==> src/rtl/seq_detect_scheduler.sv <==
// Round-robin scheduler that time-shares one serial sequence detector among NUM_REQ requesters.
// Optional build macro SEQ_SCHED_ZCNT_EN adds the per-frame z-high cycle counter (result_zcnt).
module seq_detect_scheduler #(
  parameter int NUM_REQ = 4,
  parameter int FRAME_W = 8,
  parameter int IDX_W   = $clog2(NUM_REQ),
  parameter int CNT_W   = $clog2(FRAME_W+1)
) (
  input  logic                       clk,
  input  logic                       reset,
  input  logic [NUM_REQ-1:0]         req,
  input  logic [NUM_REQ*FRAME_W-1:0] req_data,
  output logic [NUM_REQ-1:0]         ack,
  output logic                       busy,
  output logic                       det_w,
  output logic                       det_reset,
  input  logic                       det_z,
  output logic                       result_valid,
  output logic [IDX_W-1:0]           result_id,
  output logic                       result_hit,
  output logic [CNT_W-1:0]           result_zcnt
);

  typedef enum logic [2:0] {IDLE, CLR, SHIFT, DRAIN, DONE} state_e;

  state_e                              state_q, state_d;
  logic [IDX_W-1:0]                    rr_ptr_q, rr_ptr_d;
  logic [IDX_W-1:0]                    gnt_q, gnt_d;
  logic [FRAME_W-1:0]                  shreg_q, shreg_d;
  logic [CNT_W-1:0]                    s_q, s_d;
  logic                                hit_acc_q, hit_acc_d;
  logic [IDX_W-1:0]                    res_id_q, res_id_d;
  logic                                res_hit_q, res_hit_d;
  logic [NUM_REQ-1:0][FRAME_W-1:0]     data_arr;
  logic [IDX_W-1:0]                    pick, cand;
  logic                                pick_vld;

  assign data_arr = req_data;

  // Scan from the highest offset down so the requester closest to rr_ptr wins.
  always_comb begin
    pick     = rr_ptr_q;
    pick_vld = 1'b0;
    cand     = '0;
    for (int i = NUM_REQ-1; i >= 0; i--) begin
      cand = IDX_W'((int'(rr_ptr_q) + i) % NUM_REQ);
      if (req[cand]) begin
        pick     = cand;
        pick_vld = 1'b1;
      end
    end
  end

  always_ff @(posedge clk) begin
    if (reset) begin
      state_q   <= IDLE;
      rr_ptr_q  <= '0;
      gnt_q     <= '0;
      shreg_q   <= '0;
      s_q       <= '0;
      hit_acc_q <= 1'b0;
      res_id_q  <= '0;
      res_hit_q <= 1'b0;
    end else begin
      state_q   <= state_d;
      rr_ptr_q  <= rr_ptr_d;
      gnt_q     <= gnt_d;
      shreg_q   <= shreg_d;
      s_q       <= s_d;
      hit_acc_q <= hit_acc_d;
      res_id_q  <= res_id_d;
      res_hit_q <= res_hit_d;
    end
  end

  always_comb begin
    state_d      = state_q;
    rr_ptr_d     = rr_ptr_q;
    gnt_d        = gnt_q;
    shreg_d      = shreg_q;
    s_d          = s_q;
    hit_acc_d    = hit_acc_q;
    res_id_d     = res_id_q;
    res_hit_d    = res_hit_q;
    det_w        = 1'b0;
    result_valid = 1'b0;
    ack          = '0;
    unique case (state_q)
      IDLE: if (pick_vld) begin
        gnt_d     = pick;
        shreg_d   = data_arr[pick];
        hit_acc_d = 1'b0;
        state_d   = CLR;
      end
      CLR: begin
        s_d     = '0;
        state_d = SHIFT;
      end
      SHIFT: begin
        // MSB leaves first; det_z lags one bit, so the s=0 sample is the cleared state.
        det_w   = shreg_q[FRAME_W-1];
        shreg_d = shreg_q << 1;
        if (s_q != '0) hit_acc_d = hit_acc_q | det_z;
        s_d = s_q + 1'b1;
        if (s_q == CNT_W'(FRAME_W-1)) state_d = DRAIN;
      end
      DRAIN: begin
        res_id_d  = gnt_q;
        res_hit_d = hit_acc_q | det_z;
        state_d   = DONE;
      end
      DONE: begin
        result_valid = 1'b1;
        ack[gnt_q]   = 1'b1;
        rr_ptr_d     = (gnt_q == IDX_W'(NUM_REQ-1)) ? '0 : gnt_q + 1'b1;
        state_d      = IDLE;
      end
      default: state_d = IDLE;
    endcase
  end

  assign busy       = (state_q != IDLE);
  assign det_reset  = reset | (state_q == CLR);
  assign result_id  = res_id_q;
  assign result_hit = res_hit_q;

`ifdef SEQ_SCHED_ZCNT_EN
  logic [CNT_W-1:0] zcnt_acc_q, res_zcnt_q;

  always_ff @(posedge clk) begin
    if (reset) begin
      zcnt_acc_q <= '0;
      res_zcnt_q <= '0;
    end else begin
      if (state_q == IDLE && pick_vld)
        zcnt_acc_q <= '0;
      else if (state_q == SHIFT && s_q != '0)
        zcnt_acc_q <= zcnt_acc_q + CNT_W'(det_z);
      if (state_q == DRAIN)
        res_zcnt_q <= zcnt_acc_q + CNT_W'(det_z);
    end
  end

  assign result_zcnt = res_zcnt_q;
`else
  assign result_zcnt = '0;
`endif

endmodule

==> config.mk <==
export PLATFORM = sky130hd
export DESIGN_NAME = seq_detect_scheduler
export DESIGN_NICKNAME = d
export VERILOG_FILES = /design/src/rtl/seq_detect_scheduler.sv
export SDC_FILE = /design/constraint.sdc
export NUM_CORES = 1
export LEC_CHECK = 0
export ABC_AREA = 1
export CORE_UTILIZATION = 45
export CTS_CLUSTER_SIZE = 40
export DETAILED_ROUTE_END_ITERATION = 12
export PLACE_DENSITY = 0.87
export SLEW_MARGIN = 20
export SYNTH_ARGS = -nofsm -noshare
export SYNTH_HDL_FRONTEND = slang
export SYNTH_SLANG_ARGS = --single-unit
==> constraint.sdc <==
create_clock -name clk -period 1.9 [get_ports clk]
set_input_delay 0.475 -clock clk [delete_from_list [all_inputs] [get_ports clk]]
set_output_delay 0.475 -clock clk [all_outputs]
set_load 0.01 [all_outputs]
==> results_tabular.tex, run 1 <==
\begin{tabular}{lr}
\hline
Metric & Value \\
\hline
\multicolumn{2}{l}{\textbf{Timing}} \\
\quad Final clock period utilization by the worst path & 99.3\% \\
\quad Maximum operating frequency & 530 MHz \\
\quad Final worst clock skew & 0.00315 ns \\
\quad Setup TNS after final layout & 0 ns \\
\quad Final critical path time including I/O delays and setup & 1.89 ns \\
\quad Final Hold Violating Endpoints & 0 \\
\quad Number of failing setup endpoints in the final timing report & 0 \\
\quad Final-layout worst hold slack & 0.485 ns \\
\quad Fin. max-slew vios & 0 \\
\multicolumn{2}{l}{\textbf{Logic synthesis}} \\
\quad Post-synth cell types & 27 \\
\quad Sequential cell area fraction in the yosys report & 29.0\% \\
\quad Post-synthesis instance area & 1590 sq um \\
\quad Synthesis Warnings & 0 \\
\quad Synth Area per Inst & 6.54 sq um \\
\quad Flip-flop and latch count after synthesis & 23 \\
\quad Synthesized instance count & 243 \\
\multicolumn{2}{l}{\textbf{Finish}} \\
\quad Layout cells sized above 1 & 22.3\% \\
\quad Most frequent cells in the layout & sky130\_fd\_sc\_hd\_\_nand2\_1 (46), sky130\_fd\_sc\_hd\_\_nand3\_1 (42), sky130\_fd\_sc\_hd\_\_clkdlybuf4s50\_1 (37) \\
\quad Diode count & 0 \\
\quad Nets@finish & 355 \\
\quad Utilization after layout & 71.7\% \\
\quad Fill cells & 290 \\
\quad Most common cell after layout, fill and taps aside & sky130\_fd\_sc\_hd\_\_nand2\_1 \\
\quad Area growth from synthesis to layout & 51.5\% \\
\quad Number of standard cells in the final layout excluding fillers & 355 \\
\multicolumn{2}{l}{\textbf{Floorplan}} \\
\quad Total I/O pin count & 54 \\
\quad Die X-Extent & 61.4 um \\
\quad Full die area & 3780 sq um \\
\quad Effective utilization at floorplan & 47.3\% \\
\quad Die extent in y & 61.4 um \\
\quad Rows & 21 \\
\quad Area of the core & 3360 sq um \\
\multicolumn{2}{l}{\textbf{Clock tree}} \\
\quad Maximum level of the CTS H-tree & 1 \\
\quad Clock transition at the registers of the reported paths & 0.13 ns \\
\quad Clock Sinks & 23 \\
\quad Hold-fix buffers at CTS & 0 \\
\quad Clock latency at the later pin of the worst-skew pair & 0.32 ns \\
\quad CTS tree & built \\
\quad Inserted Clock Buffers & 3 \\
\quad Root buf cell & sky130\_fd\_sc\_hd\_\_clkbuf\_4 \\
\quad CTS max path bufs & 2 \\
\multicolumn{2}{l}{\textbf{Global routing}} \\
\quad GRT met2 Usage & 42.5\% \\
\quad Via count of the first global-routing pass & 1543 \\
\quad Met1 global-route usage & 25.9\% \\
\quad Peak-usage layer in the global routing report & met2 \\
\quad Met3 Resource Use GR & 2.52\% \\
\quad Total routing usage reported by global routing & 22.2\% \\
\quad First-pass GRT wire length & 6380 um \\
\quad Largest net degree at the start of global routing & 18 \\
\quad Overflow after GRT & 0 \\
\quad Initial antenna violation count & 0 \\
\multicolumn{2}{l}{\textbf{Power}} \\
\quad LEAKAGE & 0.00113 uW \\
\quad Power per cell area & 982 nW/um\^{}2 \\
\quad Total power & 2370 uW \\
\quad Worst IR drop on VDD & 0.546 mV \\
\multicolumn{2}{l}{\textbf{Hold path}} \\
\quad Worst min path class & register to register \\
\multicolumn{2}{l}{\textbf{Worst setup path}} \\
\quad Startpoint-to-endpoint class of the critical path & register to register \\
\quad Data required time at the worst endpoint & 2.12 ns \\
\quad Endpoint kind of the worst setup timing path & register \\
\quad Worst Setup Start Kind & register \\
\quad Sequence of cells on the critical path & buf\_6, inv\_6, nand2\_1, nand2\_2, nand2\_2, nand2\_2, inv\_2, nand2\_4, nand4\_4, clkbuf\_16, nand3\_1, nand3\_1, nand3\_1, a21oi\_1 \\
\quad Max stage delay cell, worst path & sky130\_fd\_sc\_hd\_\_dfxtp\_2 \\
\quad Data arrival time of the critical path & 2.10 ns \\
\quad CP top delay family & simple AND/OR/NAND/NOR gates \\
\quad Longest individual stage delay on the worst path & 0.35 ns \\
\quad CP Buf/Inv Count & 4 \\
\quad Maximum net fanout on the critical path & 8 \\
\multicolumn{2}{l}{\textbf{Drt}} \\
\quad Vias & 1878 \\
\quad DRT Wirelength & 4730 um \\
\quad Number of routed nets with antenna violations & 0 \\
\quad Drt initial violations & 99 \\
\quad Count of unresolved DRC violations after routing & 0 \\
\quad Via count normalized by instance count & 5.29 \\
\quad Drt wl/cell & 13.3 um \\
\quad TritonRoute pass-1 iters & 4 \\
\multicolumn{2}{l}{\textbf{Job}} \\
\quad Number of maximum-capacitance violations & 0 \\
\multicolumn{2}{l}{\textbf{Placed design}} \\
\quad Placed Cells incl. Taps & 345 \\
\quad Half-perimeter wire length after detailed placement & 3030 um \\
\quad IO Port Bufs & 49 \\
\quad RePlAce Congestion & 0.817 \\
\multicolumn{2}{l}{\textbf{Outcome}} \\
\quad Status & completed \\
\hline
\end{tabular}
==> cell families (layout without fill, tap and decap cells) <==
logic type	count (synthesis)	after routing	share of synthesized area, %
buffers and inverters	45	107	13.2
flip-flops	23	23	29.0
adder cells (fa/ha/maj)	6	6	4.72
AND/OR/NAND/NOR	128	129	38.9
other	1	4	0.236
AO/OA/AOI/OAI	40	40	14.0
==> metrics by stage <==
stage | setup WS, ns | cell area (sq um)
global placement | -0.268 | 2230
global route | -0.0895 | 2410
detailed placement | -0.313 | 2230
floorplan | 0.278 | 1600
CTS | 0.000931 | 2260
finish | 0.0129 | 2410
==> registers in the layout, indices dropped and copies added (netlist names) <==
| signal | count |
|---|---|
| result_hit | 1 |
| shreg_q | 8 |
| rr_ptr_q | 2 |
| state_q | 3 |
| gnt_q | 2 |
| hit_acc_q | 1 |
| result_id | 2 |
| s_q | 4 |
==> layer usage <==
metal  part of all wire (%)  up-vias
li1                       -      933
met4                   0.78        0
met5                      0        -
met3                    4.1        4
met1                     42      872
met2                     53       69
==> worst paths after layout <==
check	start	endpoint	slack [ns]	cells after the start
worst min-delay path	shreg_q[0]	shreg_q[0]	0.48	2
worst max register to register	rr_ptr_q[0]	shreg_q[4]	0.01	14
worst min register to register	shreg_q[0]	shreg_q[0]	0.48	2
worst max-delay path	rr_ptr_q[0]	shreg_q[4]	0.01	14
==> worst reg2reg max path: stages (launching register included) <==
cell	delay, ns
sky130_fd_sc_hd__dfxtp_2	0.35
sky130_fd_sc_hd__buf_6	0.12
sky130_fd_sc_hd__inv_6	0.07
sky130_fd_sc_hd__nand2_1	0.07
sky130_fd_sc_hd__nand2_2	0.08
sky130_fd_sc_hd__nand2_2	0.08
sky130_fd_sc_hd__nand2_2	0.08
sky130_fd_sc_hd__inv_2	0.05
sky130_fd_sc_hd__nand2_4	0.09
sky130_fd_sc_hd__nand4_4	0.22
sky130_fd_sc_hd__clkbuf_16	0.25
sky130_fd_sc_hd__nand3_1	0.09
sky130_fd_sc_hd__nand3_1	0.09
sky130_fd_sc_hd__nand3_1	0.10
sky130_fd_sc_hd__a21oi_1	0.06
==> where the power goes <==
part	switching, uW	internal, uW
clock	150	82.2
combinational	791	581
sequential	122	640
==> cell usage after synthesis <==
cell type	count	share of area, %
sky130_fd_sc_hd__or2_2	1	0.39
sky130_fd_sc_hd__nor2_2	1	0.39
sky130_fd_sc_hd__nand3_1	47	15
sky130_fd_sc_hd__a22oi_1	7	3.3
sky130_fd_sc_hd__nor2_1	13	3.1
sky130_fd_sc_hd__inv_6	1	0.55
sky130_fd_sc_hd__nor4_1	1	0.39
sky130_fd_sc_hd__buf_2	2	0.63
sky130_fd_sc_hd__nor2_4	1	0.71
sky130_fd_sc_hd__ha_1	6	4.7
sky130_fd_sc_hd__buf_6	2	1.4
sky130_fd_sc_hd__nand3_2	2	1.3
sky130_fd_sc_hd__dfxtp_1	23	29
sky130_fd_sc_hd__inv_1	26	6.1
sky130_fd_sc_hd__clkbuf_1	3	0.71
sky130_fd_sc_hd__nand2_1	52	12
sky130_fd_sc_hd__nand2_2	2	0.79
sky130_fd_sc_hd__a211oi_1	2	0.94
sky130_fd_sc_hd__conb_1	1	0.24
sky130_fd_sc_hd__nor3_1	3	0.94
sky130_fd_sc_hd__nand4_1	1	0.39
sky130_fd_sc_hd__o21ai_0	10	3.1
sky130_fd_sc_hd__nand4_4	1	1.3
sky130_fd_sc_hd__a21oi_1	21	6.6
sky130_fd_sc_hd__nand2_4	3	2.1
sky130_fd_sc_hd__buf_4	5	2.4
sky130_fd_sc_hd__inv_2	6	1.4
==> repair_timing <==
action / 4_1_cts / 5_1_grt
pin swaps: 1 / 14
resized for setup: 16 / 32
setup buffers: 1 / 2
gates cloned: 0 / 3
endpoints found under the setup margin: 8 / 17
==> final cells by class <==
cell class	instances	area, sq um	area share [%]
clock buffers	4	26.3	1.09
inverters	33	129	5.35
multi-input cells	179	1020	42.2
flip-flops and latches	23	470	19.5
well taps	46	57.6	2.39
repair buffers	70	709	29.4
No activity file was read; power rests on OpenSTA's default activity.
==> run 2: changes to the inputs <==
--- a/config.mk
+++ b/config.mk
@@ -6,10 +6,10 @@
 export NUM_CORES = 1
 export LEC_CHECK = 0
 export ABC_AREA = 1
-export CORE_UTILIZATION = 45
+export CORE_UTILIZATION = 30
 export CTS_CLUSTER_SIZE = 40
 export DETAILED_ROUTE_END_ITERATION = 12
-export PLACE_DENSITY = 0.87
+export PLACE_DENSITY = 0.65
 export SLEW_MARGIN = 20
 export SYNTH_ARGS = -nofsm -noshare
 export SYNTH_HDL_FRONTEND = slang
==> results_tabular.tex, run 2 (synthesized netlist as in run 1, its figures left out) <==
\begin{tabular}{lr}
\hline
Metric & Value \\
\hline
\multicolumn{2}{l}{\textbf{Hold path}} \\
\quad Cell count of the worst hold path & 2 \\
\quad Sink of the worst hold path & shreg\_q[0] \\
\quad Worst min path class & register to register \\
\quad Hold Crit Start & shreg\_q[0] \\
\multicolumn{2}{l}{\textbf{Floorplan}} \\
\quad Die extent in y & 74.8 um \\
\quad Full die area & 5600 sq um \\
\quad Die X-Extent & 74.8 um \\
\quad Area of the core & 5110 sq um \\
\quad Rows & 26 \\
\quad Total I/O pin count & 54 \\
\quad Effective utilization at floorplan & 31.1\% \\
\multicolumn{2}{l}{\textbf{Timing}} \\
\quad Final critical path time including I/O delays and setup & 1.81 ns \\
\quad Final worst clock skew & 0.00454 ns \\
\quad Worst Setup Slack, final & 0.0898 ns \\
\quad Number of failing setup endpoints in the final timing report & 0 \\
\quad Maximum operating frequency & 552 MHz \\
\quad Setup repair after global routing missed its margin & yes \\
\quad Final clock period utilization by the worst path & 95.3\% \\
\quad Final Hold Violating Endpoints & 0 \\
\quad Setup TNS after final layout & 0 ns \\
\quad Fin. max-slew vios & 0 \\
\multicolumn{2}{l}{\textbf{Clock tree}} \\
\quad CTS tree & built \\
\quad Clock latency at the later pin of the worst-skew pair & 0.27 ns \\
\quad Hold-fix buffers at CTS & 0 \\
\quad CTS max path bufs & 2 \\
\quad Clock Sinks & 23 \\
\quad Maximum level of the CTS H-tree & 1 \\
\quad Inserted Clock Buffers & 3 \\
\quad Root buf cell & sky130\_fd\_sc\_hd\_\_clkbuf\_8 \\
\quad Clock transition at the registers of the reported paths & 0.08 ns \\
\multicolumn{2}{l}{\textbf{Worst setup path}} \\
\quad Worst flop-to-flop path endpoint & shreg\_q[2] \\
\quad Start of the worst register-to-register path & rr\_ptr\_q[0] \\
\quad CP Buf/Inv Count & 3 \\
\quad Data arrival time of the critical path & 1.34 ns \\
\quad Longest individual stage delay on the worst path & 0.35 ns \\
\quad Max stage delay cell, worst path & sky130\_fd\_sc\_hd\_\_dfxtp\_1 \\
\quad Maximum net fanout on the critical path & 5 \\
\quad Worst reg-to-reg path cell count & 14 \\
\quad Worst Setup Start Kind & register \\
\quad Data required time at the worst endpoint & 1.42 ns \\
\quad Sequence of cells on the critical path & inv\_1, nor3\_2, inv\_2, nor2\_1, dlygate4sd2\_1 \\
\quad Worst-case register-to-register setup slack & 0.11 ns \\
\quad Startpoint-to-endpoint class of the critical path & register to output pin \\
\quad Endpoint kind of the worst setup timing path & output pin \\
\quad CP top delay family & buffers and inverters \\
\quad Crit path depth & 5 \\
\multicolumn{2}{l}{\textbf{Finish}} \\
\quad Registers with the most flip-flops & shreg\_q (8), s\_q (4), state\_q (3) \\
\quad Area growth from synthesis to layout & 59.6\% \\
\quad Fill cells & 520 \\
\quad Nets@finish & 359 \\
\quad Diode count & 0 \\
\quad Layout cells sized above 1 & 22.7\% \\
\quad Area of the multi-input gates & 1050 sq um \\
\quad Largest register FFs & 8 \\
\quad Most common cell after layout, fill and taps aside & sky130\_fd\_sc\_hd\_\_nand2\_1 \\
\quad Number of standard cells in the final layout excluding fillers & 383 \\
\quad Footprint of the flip-flops and latches & 467 sq um \\
\quad Top reg by flops & shreg\_q \\
\quad Most frequent cells in the layout & sky130\_fd\_sc\_hd\_\_nand2\_1 (44), sky130\_fd\_sc\_hd\_\_nand3\_1 (39), sky130\_fd\_sc\_hd\_\_clkdlybuf4s50\_1 (37) \\
\multicolumn{2}{l}{\textbf{Drt}} \\
\quad TritonRoute pass-1 iters & 8 \\
\quad Vias & 1797 \\
\quad Drt initial violations & 88 \\
\quad Via count normalized by instance count & 4.69 \\
\quad DRT Wirelength & 4510 um \\
\quad Number of routed nets with antenna violations & 0 \\
\quad Drt wl/cell & 11.8 um \\
\quad Count of unresolved DRC violations after routing & 1 \\
\multicolumn{2}{l}{\textbf{Placed design}} \\
\quad IO Port Bufs & 49 \\
\quad Post-placement worst setup slack & -0.325 ns \\
\quad RePlAce Congestion & 0.863 \\
\quad Placed Cells incl. Taps & 371 \\
\quad Half-perimeter wire length after detailed placement & 3100 um \\
\multicolumn{2}{l}{\textbf{Global routing}} \\
\quad Largest net degree at the start of global routing & 17 \\
\quad Overflow after GRT & 0 \\
\quad First-pass GRT wire length & 7290 um \\
\quad Initial antenna violation count & 0 \\
\quad Total routing usage reported by global routing & 16.8\% \\
\quad Via count of the first global-routing pass & 1666 \\
\multicolumn{2}{l}{\textbf{Power}} \\
\quad Part of the power in the clock network & 12.1\% \\
\quad Internal Power & 1460 uW \\
\quad Psw & 1060 uW \\
\quad Worst IR drop on VDD & 0.435 mV \\
\quad Comb pwr share & 58.7\% \\
\quad Power per cell area & 991 nW/um\^{}2 \\
\quad LEAKAGE & 0.00117 uW \\
\quad Switching share of power & 42.1\% \\
\quad Proportion of power drawn by flip-flops and latches & 29.2\% \\
\multicolumn{2}{l}{\textbf{Outcome}} \\
\quad Violated checks & design-rule violations \\
\quad Status & finished with violations \\
\multicolumn{2}{l}{\textbf{Job}} \\
\quad Number of maximum-capacitance violations & 0 \\
\hline
\end{tabular}
run 2: cell count changes in the layout (fill, tap and decap cells not counted), moves of 3 or more:
cell,change
sky130_fd_sc_hd__dfxtp_2,-3
sky130_fd_sc_hd__clkbuf_4,-3
sky130_fd_sc_hd__nand3_1,-3
sky130_fd_sc_hd__dlymetal6s2s_1,-4
sky130_fd_sc_hd__clkbuf_2,-3
sky130_fd_sc_hd__dlygate4sd2_1,+7
sky130_fd_sc_hd__clkbuf_8,+3
sky130_fd_sc_hd__dfxtp_1,+3
sky130_fd_sc_hd__nand3_2,+3
run 2: how the worst max path moves through the flow:
stage / to / startpoint / slack, ns
3_5_place_dp: shreg_q[7] / req[3] / -0.33
2_1_floorplan: shreg_q[6] / rr_ptr_q[0] / 0.28
3_3_place_gp: shreg_q[4] / req[1] / -0.29
6_report: ack[3] / state_q[2] / 0.09
5_1_grt: shreg_q[2] / rr_ptr_q[0] / -0.01
4_1_cts: shreg_q[2] / rr_ptr_q[0] / 0.04
run 2: layout make-up:
cell class	instances	share of cell area, %
clock buffers	3	1.63
flip-flops and latches	23	18.4
well taps	70	3.45
clock inverters	1	0.197
multi-input cells	181	41.4
repair buffers	72	29.9
inverters	33	5.08
run 2: power by group through the flow:
| stage | Combinational [uW] | Sequential [uW] | Clock (uW) |
|---|---|---|---|
| final | 1480 | 735 | 303 |
| after global routing | 1650 | 754 | 336 |
| after CTS | 1390 | 734 | 318 |
| after detailed placement | 1270 | 737 | 0 |
| after global placement | 1250 | 735 | 0 |
| after floorplan | 835 | 719 | 0 |
run 2: timing repair:
item                                    in CTS  in global routing
setup buffers                                3                  0
gates resized for setup                     27                 17
endpoints found under the setup margin      17                 13
cloned                                       4                  1
pin swaps                                    9                  8
run 2: through the flow:
| stage | util [%] | hold slack [ns] | total power [uW] | cell area [sq um] |
|---|---|---|---|---|
| 2_1_floorplan | - | 0.436 | 1550 | 1600 |
| 3_3_place_gp | 44.2 | 0.453 | 1990 | 2260 |
| 3_5_place_dp | 44.2 | 0.461 | 2010 | 2260 |
| 4_1_cts | 48.5 | 0.473 | 2440 | 2480 |
| 5_1_grt | 49.7 | 0.518 | 2740 | 2540 |
| 6_report | 49.7 | 0.469 | 2510 | 2540 |
run 2: worst reg2reg max path: cells and delay by family, from the launching register on:
kind	cells	cell delay [ns]
AOI/OAI and AO/OA	1	0.05
buffers and inverters	4	0.45
DFF	1	0.38
and+or+nand+nor	9	0.80
run 2: per-layer routing:
layer,part of all wire [%],track usage [%]
met1,43,19.9
met2,52,31.3
met3,4.8,3.88
met4,0.64,2.52
met5,0,0
